File: src/rtl/sad_eval_pkg.sv
// Shared types and width helpers for the SAD error-sweep controller.
//   state_t        : sweep controller states
//   LAT_MAX        : largest supported core pipeline latency
//   CNT_W / SUM_W  : statistic widths for the default kernel size
//   cnt_w / sum_w  : the same widths for an arbitrary kernel size
package sad_eval_pkg;

  typedef enum logic [1:0] {
    StIdle,
    StSweep,
    StDrain,
    StDone
  } state_t;

  localparam int unsigned LAT_MAX   = 7;
  localparam int unsigned N_IN_DEF  = 10;
  localparam int unsigned N_OUT_DEF = 3;

  // Mismatch counter must hold 2^N_IN; error sum must hold 2^N_IN * (2^N_OUT - 1).
  localparam int unsigned CNT_W = N_IN_DEF + 1;
  localparam int unsigned SUM_W = N_IN_DEF + N_OUT_DEF;

  function automatic int unsigned cnt_w(input int unsigned n_in);
    return n_in + 1;
  endfunction

  function automatic int unsigned sum_w(input int unsigned n_in, input int unsigned n_out);
    return n_in + n_out;
  endfunction

endpackage

File: src/rtl/sad_err_acc.sv
// Error statistics accumulator: absolute difference of exact and approximate
// kernel results, folded into mismatch count, maximum and sum.
//   clk_i      : clock
//   rst_i      : synchronous active-high reset
//   clr_i      : clear all statistics (start of a new sweep)
//   vld_i      : current exact_i/approx_i pair belongs to the sweep
//   exact_i    : exact core result
//   approx_i   : approximate core result
//   err_cnt_o  : number of accumulated pairs with a nonzero difference
//   max_err_o  : largest absolute difference seen
//   sum_err_o  : sum of absolute differences
module sad_err_acc
  import sad_eval_pkg::*;
#(
  parameter int unsigned N_IN  = N_IN_DEF,
  parameter int unsigned N_OUT = N_OUT_DEF
) (
  input  logic                             clk_i,
  input  logic                             rst_i,
  input  logic                             clr_i,
  input  logic                             vld_i,
  input  logic [N_OUT-1:0]                 exact_i,
  input  logic [N_OUT-1:0]                 approx_i,
  output logic [cnt_w(N_IN)-1:0]           err_cnt_o,
  output logic [N_OUT-1:0]                 max_err_o,
  output logic [sum_w(N_IN, N_OUT)-1:0]    sum_err_o
);

  localparam int unsigned CntW = cnt_w(N_IN);
  localparam int unsigned SumW = sum_w(N_IN, N_OUT);

  logic [N_OUT-1:0] diff;
  logic [CntW-1:0]  err_cnt_q;
  logic [N_OUT-1:0] max_err_q;
  logic [SumW-1:0]  sum_err_q;

  always_comb begin
    diff = (exact_i >= approx_i) ? (exact_i - approx_i) : (approx_i - exact_i);
  end

  // Widths cover the worst case, so no saturation is needed.
  always_ff @(posedge clk_i) begin
    if (rst_i || clr_i) begin
      err_cnt_q <= '0;
      max_err_q <= '0;
      sum_err_q <= '0;
    end else if (vld_i) begin
      err_cnt_q <= err_cnt_q + CntW'(diff != '0);
      if (diff > max_err_q) begin
        max_err_q <= diff;
      end
      sum_err_q <= sum_err_q + SumW'(diff);
    end
  end

  assign err_cnt_o = err_cnt_q;
  assign max_err_o = max_err_q;
  assign sum_err_o = sum_err_q;

endmodule

File: src/rtl/sad_err_sweep.sv
// Exhaustive error-evaluation sequencer. Sweeps every N_IN-bit vector, one per
// cycle, into an external exact and approximate core and accumulates the
// error statistics of their LAT-cycle-delayed results.
//   clk      : clock, rising edge
//   rst      : synchronous active-high reset
//   start    : begin a sweep (accepted in idle or in the done cycle)
//   abort    : cancel a running sweep, no done pulse
//   busy     : sweep or drain in progress
//   done     : one-cycle pulse, statistics final
//   vec_o    : vector driven to both cores
//   exact_i  : exact core result
//   approx_i : approximate core result
//   err_cnt  : vectors with exact != approx
//   max_err  : maximum |exact - approx|
//   sum_err  : sum of |exact - approx|
module sad_err_sweep
  import sad_eval_pkg::*;
#(
  parameter int unsigned N_IN  = N_IN_DEF,
  parameter int unsigned N_OUT = N_OUT_DEF,
  parameter int unsigned LAT   = 0
) (
  input  logic                          clk,
  input  logic                          rst,
  input  logic                          start,
  input  logic                          abort,
  output logic                          busy,
  output logic                          done,
  output logic [N_IN-1:0]               vec_o,
  input  logic [N_OUT-1:0]              exact_i,
  input  logic [N_OUT-1:0]              approx_i,
  output logic [cnt_w(N_IN)-1:0]        err_cnt,
  output logic [N_OUT-1:0]              max_err,
  output logic [sum_w(N_IN, N_OUT)-1:0] sum_err
);

  localparam logic [N_IN-1:0] VecLast  = '1;
  localparam logic [LAT:0]    VldFirst = (LAT + 1)'(1);

  state_t          state_q;
  logic [N_IN-1:0] vec_q;
  logic [LAT:0]    vld_q;
  logic [LAT:0]    vld_adv;
  logic            busy_q;
  logic            done_q;
  logic            start_ok;
  logic            issue;

  // vld_q[i] marks that the core output i+1 cycles after issue is a sweep result;
  // vld_q[LAT] therefore lines up with exact_i/approx_i of a valid vector.
  always_comb begin
    start_ok   = start && ((state_q == StIdle) || (state_q == StDone));
    issue      = start_ok || ((state_q == StSweep) && (vec_q != VecLast) && !abort);
    vld_adv    = '0;
    vld_adv[0] = issue;
    for (int i = 1; i <= int'(LAT); i++) begin
      vld_adv[i] = vld_q[i-1];
    end
  end

  always_ff @(posedge clk) begin
    if (rst) begin
      state_q <= StIdle;
      vec_q   <= '0;
      vld_q   <= '0;
      busy_q  <= 1'b0;
      done_q  <= 1'b0;
    end else begin
      done_q <= 1'b0;
      unique case (state_q)
        StIdle, StDone: begin
          if (start_ok) begin
            state_q <= StSweep;
            vec_q   <= '0;
            vld_q   <= VldFirst;
            busy_q  <= 1'b1;
          end else begin
            state_q <= StIdle;
          end
        end
        StSweep: begin
          if (abort) begin
            state_q <= StIdle;
            vld_q   <= '0;
            busy_q  <= 1'b0;
          end else begin
            vld_q <= vld_adv;
            if (vec_q != VecLast) begin
              vec_q <= vec_q + N_IN'(1);
            end else if (vld_adv == '0) begin
              // Zero-latency cores: nothing left in flight, skip the drain.
              state_q <= StDone;
              busy_q  <= 1'b0;
              done_q  <= 1'b1;
            end else begin
              state_q <= StDrain;
            end
          end
        end
        StDrain: begin
          if (abort) begin
            state_q <= StIdle;
            vld_q   <= '0;
            busy_q  <= 1'b0;
          end else begin
            vld_q <= vld_adv;
            if (vld_adv == '0) begin
              state_q <= StDone;
              busy_q  <= 1'b0;
              done_q  <= 1'b1;
            end
          end
        end
        default: begin
          state_q <= StIdle;
          busy_q  <= 1'b0;
        end
      endcase
    end
  end

  sad_err_acc #(
    .N_IN  (N_IN),
    .N_OUT (N_OUT)
  ) u_acc (
    .clk_i     (clk),
    .rst_i     (rst),
    .clr_i     (start_ok),
    .vld_i     (vld_q[LAT]),
    .exact_i   (exact_i),
    .approx_i  (approx_i),
    .err_cnt_o (err_cnt),
    .max_err_o (max_err),
    .sum_err_o (sum_err)
  );

  assign busy  = busy_q;
  assign done  = done_q;
  assign vec_o = vec_q;

endmodule

File: config.mk
export PLATFORM = sky130hd
export DESIGN_NAME = sad_err_sweep
export DESIGN_NICKNAME = d
export VERILOG_FILES = /design/src/rtl/sad_eval_pkg.sv /design/src/rtl/sad_err_acc.sv /design/src/rtl/sad_err_sweep.sv
export SDC_FILE = /design/constraint.sdc
export NUM_CORES = 1
export LEC_CHECK = 0
export BUFFER_PORTS_ARGS = -buffer_cell sky130_fd_sc_hd__buf_4
export CAP_MARGIN = 40
export CORE_ASPECT_RATIO = 0.5
export CORE_MARGIN = 2
export CORE_UTILIZATION = 35
export CTS_CLUSTER_SIZE = 25
export DETAILED_ROUTE_END_ITERATION = 10
export GPL_TIMING_DRIVEN = 0
export HOLD_SLACK_MARGIN = 0.1
export SLEW_MARGIN = 20
export SYNTH_ARGS = -nofsm -noshare
export SYNTH_HDL_FRONTEND = slang
export SYNTH_SLANG_ARGS = --single-unit
File: constraint.sdc
create_clock -name clk -period 4.9 [get_ports clk]
set_input_delay 0.98 -clock clk [delete_from_list [all_inputs] [get_ports clk]]
set_output_delay 0.98 -clock clk [all_outputs]
set_load 0.005 [all_outputs]
==> results of run 1 <==
-- placed cells by master, fill, tap and decap left out, drive strengths merged, types with 6 or more instances in the layout --
master  count
a21oi       9
and3        6
buf        49
clkbuf     10
dfxtp      42
ha         15
inv        20
mux2i      10
nand2      25
nand3       9
nand4       8
nor2       39
xnor2       9
xor2       19
-- path summary, 6_finish.rpt --
path	cells after the start	endpoint	start	slack, ns
setup / recovery	13	u_acc.err_cnt_o[10]	exact_i[2]	1.48
hold / removal	2	busy	busy	0.47
setup reg to reg	8	vec_o[9]	state_q[0]	2.85
hold reg to reg	2	busy	busy	0.47
-- routing by layer --
layer | track usage (%) | part of all wire [%] | up-vias
met5 | 0 | 0 | -
met4 | 5.16 | 1.1 | 0
met3 | 4.14 | 4.4 | 5
met2 | 23.7 | 46 | 32
met1 | 16.3 | 49 | 907
li1 | - | - | 987
-- kinds of logic after synthesis --
family,count (synthesis)
muxes,10
buffers and inverters,25
xor gates and xnor gates,28
and+or+nand+nor,107
AOI/OAI and AO/OA,29
adders and majority gates,18
DFF,42
-- power breakdown --
group	total (uW)	switching (uW)	internal (uW)	leakage (uW)
sequential	360	9.69	350	0.000340
clock	438	133	306	0.0000971
combinational	148	81.7	66.0	0.000814
-- sequential cells by signal, summed over array words and instances, names as in the netlist --
name and flops:
busy 1, done 1, state_q 2, u_acc.err_cnt_o 11, u_acc.max_err_o 3, u_acc.sum_err_o 13, vec_o 10, vld_q 1
-- metrics by stage --
step,cells,hold WS (ns)
after floorplan,259,0.456
after global placement,395,0.462
after detailed placement,395,0.460
after CTS,403,0.476
after global routing,403,0.506
final,403,0.470
-- synth_stat cells, types with 2 or more instances --
library cell,number,area [um2]
fa_1,3,60.1
nand2_1,25,93.8
a211oi_1,2,15.0
clkbuf_1,4,15.0
and3_1,6,37.5
dfxtp_1,42,841
xor2_1,19,166
or3_1,5,31.3
o21ai_0,3,15.0
inv_1,20,75.1
nand4_1,8,50.1
xnor2_1,9,78.8
o21bai_1,2,15.0
ha_1,15,188
nor3_1,5,25.0
nand2b_1,2,12.5
nor2_1,39,146
and4_1,2,17.5
mux2i_1,9,90.1
a21oi_1,8,40.0
a21o_1,3,22.5
nand3_1,9,45.0
-- worst register-to-register path: stages, from the launching register on --
cell and delay [ns]:
dfxtp_1 0.34, inv_1 0.06, ha_1 0.38, nand2_1 0.19, a22oi_1 0.24, o21ai_1 0.21, nor3_1 0.29, xnor2_1 0.15
nor2_1 0.05
-- area by class of cell --
cell class                 instances  area [um2]
buffer                             5        18.8
fill                             615        3220
clock inverter                     2        60.1
timing repair buffer              48         360
multi-input combinational        192        1340
sequential                        42         841
inverter                          20        75.1
clock buffer                       6         139
tap                               88         110
==> results.json, run 1 <==
{
  "path_cells": "buf_4, ha_1, nand2_1, o21ai_4, mux2i_1, xnor2_1, or3_1, ha_1, ha_1, and3_1, nand4_1, xor2_1, nor2_1",
  "final_core_util_pct": 47.8,
  "synthCells": 259,
  "ctsHoldBuffers": 0,
  "detailed_place_hpwl_mm": 3.62,
  "insertion_delay_ns": 0.28,
  "syn_to_final_growth_pct": 29.5,
  "row_count": 20,
  "h-tree-depth": 2,
  "cts-resized-gates": 0,
  "grt_pass1_wl_mm": 7.71,
  "gp_congestion": 0.839,
  "slew_headroom_pct": 53.6,
  "synth_compound_area_share_pct": 10.1,
  "antenna-diode-count": 0,
  "path_max_fanout": 4,
  "initial_core_util_pct": 36.9,
  "wl_per_cell_um": 11.9,
  "synthAdderAreaFrac_pct": 10.9,
  "path_class": "primary input to register",
  "synth_ff_type": "dfxtp_1",
  "vdd_drop_max_mv": 0.181,
  "grt_usage_pct": 13.6,
  "grt_pass1_vias": 1731,
  "vias": 1931,
  "critPathMostFrequentCell": "ha_1",
  "fin_crit_sh_pct": 69.8,
  "worst_slack_ns": 1.48,
  "cp_slowest_cell": "or3_1",
  "cts_tree": "built",
  "crit_path_max_incr_delay_ns": 0.40,
  "nets": 342,
  "first_iter_violations": 47,
  "maxCapViolCount": 0,
  "fin_area_um2": 2940,
  "ant_nets": 0,
  "critPathLaunchType": "primary input",
  "setup_violations": 0,
  "outcome": "finished clean",
  "num_io_pins": 49,
  "postPlaceCellArea_um2": 2740,
  "cellLeakagePower_uw": 0.00125,
  "cts_setup_buffers": 0,
  "rsz0062_at_grt": "false",
  "port_buffers": 48,
  "fmax_mhz": 292,
  "grt_antenna_before_repair": 0,
  "critPathCaptureType": "register",
  "crit_required_ns": 5.06,
  "synth_area_per_cell_um2": 8.77,
  "slew_viol_final": 0,
  "cp_top_family": "simple AND/OR/NAND/NOR gates",
  "cts_buffers": 5,
  "yosys.area_share.simple_pct": 22.1,
  "ys_async_sr_fraction_pct": 0,
  "synth-xor-area-share_pct": 10.8,
  "syn_nets": 287,
  "die_w_um": 118,
  "routed_wl_mm": 4.80,
  "clockBufferDepth": 2,
  "dp_worst_setup_slack_ns": 1.20,
  "seq_area_frac_synth_pct": 37.0,
  "synth_edf_count": 0,
  "core_area_um2": 6160,
  "vias_per_cell": 4.79,
  "synth_mux_area_share_pct": 4.96,
  "cp_num_buf_inv": 1,
  "die_y_um": 61.0,
  "remaining_drc_errors": 0,
  "grt_overflow_total": 0,
  "crit_arrival_ns": 3.58,
  "synth_seq_cells": 42,
  "worst_slew_pin_slew_ns": 0.695,
  "clock_skew_ns": 0.00319,
  "grt_max_degree": 14,
  "synth_top_family_by_area": "simple AND/OR/NAND/NOR gates",
  "hold_viol_final": 0,
  "root_buffer": "clkbuf_16",
  "dr.pass1.iters": 4,
  "die_area_um2": 7190,
  "p_total_uw": 946,
  "clk_pin_slew_ns": 0.06,
  "ys_warn_count": 0,
  "p_per_area_nw_per_um2": 322,
  "drive_gt1_share_pct": 20.0,
  "synth_area_um2": 2270,
  "period_needed_ns": 3.42,
  "finalSetupTns_ns": 0,
  "hold_path_class": "register to register",
  "clkSinkCount": 42,
  "synth_cell_types": 41
}
No activity file was read; power rests on OpenSTA's default activity.
==> inputs of run 2 (changes only) <==
- ABC_AREA: default -> 1
- clock period: 4.9 -> 2.9 ns (I/O delays scaled with it)
==> run 2 against run 1 <==
- final cell count grew 21%
- combinational power rose by 130%
- global-route usage up 1.6 points
- largest cell class unchanged
- clock skew rose by 0.0019 ns
- sequential power grew 70%
- critical path depth rose by 4
- routed wire length increased by 21%
- critical endpoint is now u_acc.sum_err_o[12]
- synthesized cell count up 27%
- critical path type unchanged
- clock power up 69%
- area after synthesis rose by 4.8%
==> results.json, run 2 <==
{
  "remaining_drc_errors": 0,
  "cp_slowest_cell": "fa_2",
  "worst_slew_pin_slew_ns": 0.659,
  "seq_area_frac_synth_pct": 35.3,
  "clk_pin_slew_ns": 0.06,
  "crit_arrival_ns": 2.95,
  "synth_ff_type": "dfxtp_1",
  "detailed_place_hpwl_mm": 4.10,
  "antenna-diode-count": 0,
  "insertion_delay_ns": 0.28,
  "maxCapViolCount": 0,
  "core_area_um2": 6620,
  "path_class": "primary input to register",
  "cts_tree": "built",
  "port_buffers": 48,
  "row_count": 21,
  "path_cells": "buf_4, inv_4, ha_4, inv_2, fa_2, inv_2, nand3_2, nand2_4, fa_2, o21ai_2, nand2_1, nor2_2, nand2_1, nor2_2, nand2_1, o21ai_1, a21oi_1",
  "synth_cell_types": 30,
  "ys_async_sr_fraction_pct": 0,
  "grt_antenna_before_repair": 0,
  "hold_viol_final": 0,
  "synth_seq_cells": 42,
  "synthMostInstantiatedCell": "nand2_1",
  "die_w_um": 121,
  "crit_required_ns": 3.08,
  "fin_crit_sh_pct": 95.6,
  "cts_buffers": 5,
  "grt_overflow_total": 0,
  "drive_gt1_share_pct": 31.5,
  "dp_worst_setup_slack_ns": -0.436,
  "cp_num_buf_inv": 4,
  "hold_path_class": "register to register",
  "cellLeakagePower_uw": 0.00135,
  "critPathCaptureType": "register",
  "routed_wl_mm": 5.82,
  "p_per_area_nw_per_um2": 508,
  "setup_violations": 0,
  "final_common_cell": "buf_4",
  "period_needed_ns": 2.77,
  "vdd_drop_max_mv": 0.337,
  "crit_path_max_incr_delay_ns": 0.55,
  "grt_max_degree": 14,
  "ctsHoldBuffers": 0,
  "h-tree-depth": 2,
  "r2r_slack_ns": 0.89,
  "clockBufferDepth": 2,
  "critPathLaunchType": "primary input",
  "synth_area_leaders": "dfxtp_1 35%, nand2_1 9.6%, inv_1 8.4%",
  "synthCells": 328,
  "synth_area_per_cell_um2": 7.26,
  "fmax_mhz": 361,
  "final_core_util_pct": 50.2,
  "clkSinkCount": 42,
  "cp_top_family": "adder cells",
  "grt_pass1_vias": 2137,
  "p_total_uw": 1690,
  "grt_usage_pct": 15.2,
  "syn_to_final_growth_pct": 39.6,
  "root_buffer": "clkbuf_16",
  "syn_nets": 356,
  "path_max_fanout": 3,
  "yosys.area.top_type": "dfxtp_1",
  "grt_pass1_wl_mm": 9.33,
  "ys_warn_count": 0,
  "outcome": "finished clean",
  "worst_slack_ns": 0.127,
  "ant_nets": 0,
  "die_y_um": 62.3,
  "synth_top_cells_by_count": "61 x nand2_1, 53 x inv_1, 42 x dfxtp_1",
  "mostFrequentLayoutCells": "58 x buf_4, 55 x nand2_1, 47 x inv_1",
  "dr.pass1.iters": 4,
  "synth_edf_count": 0,
  "die_area_um2": 7510,
  "synth_top_area_share_pct": 35.3,
  "slew_viol_final": 0,
  "vias": 2300,
  "nets": 421,
  "wl_per_cell_um": 12.0,
  "synth_area_um2": 2380,
  "critPathMostFrequentCell": "nand2_1",
  "clock_skew_ns": 0.00507,
  "gp_congestion": 0.824,
  "first_iter_violations": 81,
  "slew_headroom_pct": 56.1,
  "num_io_pins": 49,
  "vias_per_cell": 4.73,
  "initial_core_util_pct": 35.9,
  "largest_reg_flops": 13
}
-- run 2: per-layer routing --
metal / share of wire (%) / wire, um / global-route usage, % / vias to the layer above
li1: - / - / - / 1194
met1: 44 / 2550 / 18.0 / 1062
met2: 52 / 3040 / 27.0 / 42
met3: 3.4 / 198 / 3.40 / 2
met4: 0.46 / 27 / 5.52 / 0
met5: 0 / 0 / 0 / -
-- run 2: repair_timing --
| action | 4_1_cts | 5_1_grt |
|---|---|---|
| gates resized for setup | 18 | 33 |
| endpoints found under the setup margin | 6 | 10 |
| endpoints found under the hold margin | 0 | 0 |
| setup buffers | 2 | 8 |
| pin swaps | 6 | 19 |
-- run 2: kinds of logic after synthesis --
group / count (synthesis) / share of synthesized area (%)
AO/OA/AOI/OAI: 58 / 14.3
XOR/XNOR: 11 / 4.05
adder cells (fa/ha/maj): 18 / 10.4
buffers and inverters: 59 / 9.67
flip-flops: 42 / 35.3
AND/OR/NAND/NOR: 140 / 26.2
-- run 2: report_power, final --
group / switching (uW) / internal, uW / total, uW
Combinational: 190 / 150 / 339
Sequential: 18.1 / 593 / 611
Clock: 223 / 517 / 740
Total: 431 / 1260 / 1690
-- run 2: cell type report --
type / count / area [um2]
Buffer: 4 / 23.8
Clock inverter: 2 / 60.1
Sequential cell: 42 / 841
Inverter: 55 / 211
Fill cell: 643 / 3300
Clock buffer: 6 / 139
Timing Repair Buffer: 58 / 435
Multi-Input combinational cell: 227 / 1500
Tap cell: 92 / 115
-- run 2: worst paths after layout --
path,startpoint,end,cells after the start
setup / recovery,approx_i[0],u_acc.sum_err_o[12],17
hold / removal,u_acc.err_cnt_o[10],u_acc.err_cnt_o[10],1
setup reg to reg,u_acc.sum_err_o[0],u_acc.sum_err_o[12],11
hold reg to reg,u_acc.err_cnt_o[10],u_acc.err_cnt_o[10],1
-- run 2: worst register-to-register path, stage by stage (launching register included) --
cell	delay (ns)
dfxtp_1	0.36
ha_1	0.19
inv_1	0.07
fa_2	0.39
o21ai_2	0.14
nand2_1	0.08
nor2_2	0.14
nand2_1	0.09
nor2_2	0.17
nand2_1	0.09
o21ai_1	0.14
a21oi_1	0.05
-- run 2: metrics by stage --
stage | cells | hold WS [ns] | instance area [um2] | TNS, ns
2_1_floorplan | 328 | 0.446 | 2380 | 0
3_3_place_gp | 468 | 0.437 | 2860 | -3.04
3_5_place_dp | 468 | 0.447 | 2860 | -3.48
4_1_cts | 478 | 0.455 | 3160 | 0
5_1_grt | 486 | 0.474 | 3320 | -0.0492
6_report | 486 | 0.453 | 3320 | 0
==> inputs of run 3 (changes only) <==
- BUFFER_PORTS_ARGS: -buffer_cell sky130_fd_sc_hd__buf_4 -> default
- CELL_PAD_IN_SITES_DETAIL_PLACEMENT: default -> 0
- CELL_PAD_IN_SITES_GLOBAL_PLACEMENT: default -> 1
- DONT_BUFFER_PORTS: default -> 1
- PLACE_DENSITY_LB_ADDON: default -> 0.1
==> run 3 against run 2 <==
- final area decreased by 16%
- sequential share of layout area increased by 4.8 points
- via count decreased by 9.4%
- highest routed layer unchanged
- final cell count decreased by 11%
- largest power group is now registers
- core utilization decreased by 8.0 points
- register-to-register slack got worse by 0.02 ns
==> results.json, run 3 (synthesis gave the netlist of run 2 again) <==
{
  "outcome": "finished clean",
  "routed_wl_mm": 5.51,
  "cts_buffers": 5,
  "reg2reg_depth": 11,
  "holdPathEnd": "busy",
  "die_area_um2": 7510,
  "multiInputGateArea_um2": 1440,
  "clk_pin_slew_ns": 0.06,
  "p_per_area_nw_per_um2": 501,
  "core_area_um2": 6620,
  "final_common_cell": "nand2_1",
  "grt_usage_pct": 15.0,
  "gp_congestion": 0.753,
  "grt_antenna_before_repair": 0,
  "drive_gt1_share_pct": 17.4,
  "worst_slew_pin_slew_ns": 0.555,
  "remaining_drc_errors": 0,
  "wl_per_cell_um": 12.7,
  "grt_pass1_wl_mm": 9.25,
  "vias_per_cell": 4.82,
  "mostFrequentLayoutCells": "56 x nand2_1, 52 x inv_1, 42 x dfxtp_1",
  "critPathLaunchType": "primary input",
  "detailed_place_hpwl_mm": 4.05,
  "r2r_slack_ns": 0.87,
  "r2r_start": "u_acc.sum_err_o[0]",
  "die_y_um": 62.3,
  "slew_headroom_pct": 63.0,
  "nets": 368,
  "dr.pass1.iters": 5,
  "fmax_mhz": 365,
  "ff_latch_area_um2": 841,
  "slew_viol_final": 0,
  "setup_violations": 0,
  "syn_to_final_growth_pct": 17.5,
  "insertion_delay_ns": 0.28,
  "grt_overflow_total": 0,
  "crit_arrival_ns": 2.95,
  "grt_pass1_vias": 1929,
  "num_io_pins": 49,
  "dp_worst_setup_slack_ns": -0.375,
  "cellLeakagePower_uw": 0.00104,
  "port_buffers": 0,
  "die_w_um": 121,
  "vdd_drop_max_mv": 0.207,
  "h-tree-depth": 2,
  "vias": 2083,
  "antenna-diode-count": 0,
  "first_iter_violations": 76,
  "crit-reg2reg-capture": "u_acc.sum_err_o[10]",
  "grt_max_degree": 13,
  "clock_skew_ns": 0.00396,
  "nFillCells": 698,
  "hold_path_class": "primary input to register",
  "initial_core_util_pct": 35.9,
  "clkSinkCount": 42,
  "rsz0062_at_grt": "true",
  "fin_crit_sh_pct": 94.5,
  "worst_hold_slack_ns": 0.450,
  "cts_tree": "built",
  "period_needed_ns": 2.74,
  "worstHoldStart": "start",
  "maxCapViolCount": 0,
  "root_buffer": "clkbuf_16",
  "clockBufferDepth": 2,
  "hold_depth": 2,
  "hold_viol_final": 0,
  "largest_reg_flops": 13,
  "path_class": "primary input to register",
  "path_max_fanout": 4,
  "critPathCaptureType": "register",
  "worst_slack_ns": 0.158,
  "crit_required_ns": 3.11,
  "ant_nets": 0,
  "finalSetupTns_ns": 0,
  "row_count": 21
}
[run 3: cell types whose count changed in the layout (fill, tap and decap cells not counted), moves of 3 or more]
cell	previous run	this run
inv_1	47	52
ha_4	6	3
inv_2	5	2
buf_4	58	5
[run 3: report_power, final]
part           total [uW]  internal, uW  switching (uW)
Sequential            613           593            20.2
Combinational         260          98.4             161
Clock                 528           311             217
[run 3: metal layers]
layer / track usage, % / part of all wire [%] / up-vias
met1: 19.3 / 46 / 960
li1: - / - / 1072
met3: 4.78 / 6.6 / 4
met5: 0 / 0 / -
met4: 3.63 / 0.84 / 0
met2: 24.4 / 47 / 47
[run 3: what timing repair did]
action | CTS | global route
hold buffers | 0 | 0
gates cloned | 0 | 0
pin swaps | 0 | 11
endpoints found under the setup margin | 4 | 8
gates resized for setup | 4 | 29
buffers inserted | 0 | 5
[run 3: metrics by stage]
stage	std cells	power (uW)	instance area [um2]	util (%)
after floorplan	328	802	2380	-
after global routing	432	1500	2800	42.2
final	432	1400	2800	42.2
after global placement	420	853	2490	37.7
after CTS	427	1400	2640	39.9
after detailed placement	420	856	2490	37.7
[run 3: critical path, stage by stage]
cell and delay [ns]:
inv_1 0.04, ha_2 0.17, inv_1 0.06, fa_2 0.58, inv_1 0.05, nand2_2 0.10, nand2_4 0.08, nand3_2 0.09
ha_4 0.15, ha_4 0.15, nand3_4 0.09, nor2_4 0.14, nand2_2 0.07, nor2_4 0.13, nand4_1 0.11, nor2_1 0.15
o21ai_0 0.08, a21oi_1 0.14
[run 3: final cells by class]
type	count	area share (%)
Clock buffer	5	4.48
Inverter	55	7.39
Timing Repair Buffer	5	1.34
Multi-Input combinational cell	227	51.4
Tap cell	92	4.12
Sequential cell	42	30.1
Buffer	4	0.850
Clock inverter	2	0.358
[run 3: worst max path at each step]
stage,endpoint,from,cells after the start
detailed placement,u_acc.sum_err_o[10],exact_i[0],16
global placement,u_acc.sum_err_o[12],exact_i[0],16
global route,u_acc.err_cnt_o[10],exact_i[0],18
CTS,u_acc.sum_err_o[12],exact_i[0],16
finish,u_acc.err_cnt_o[10],exact_i[0],18
floorplan,u_acc.sum_err_o[10],exact_i[0],16
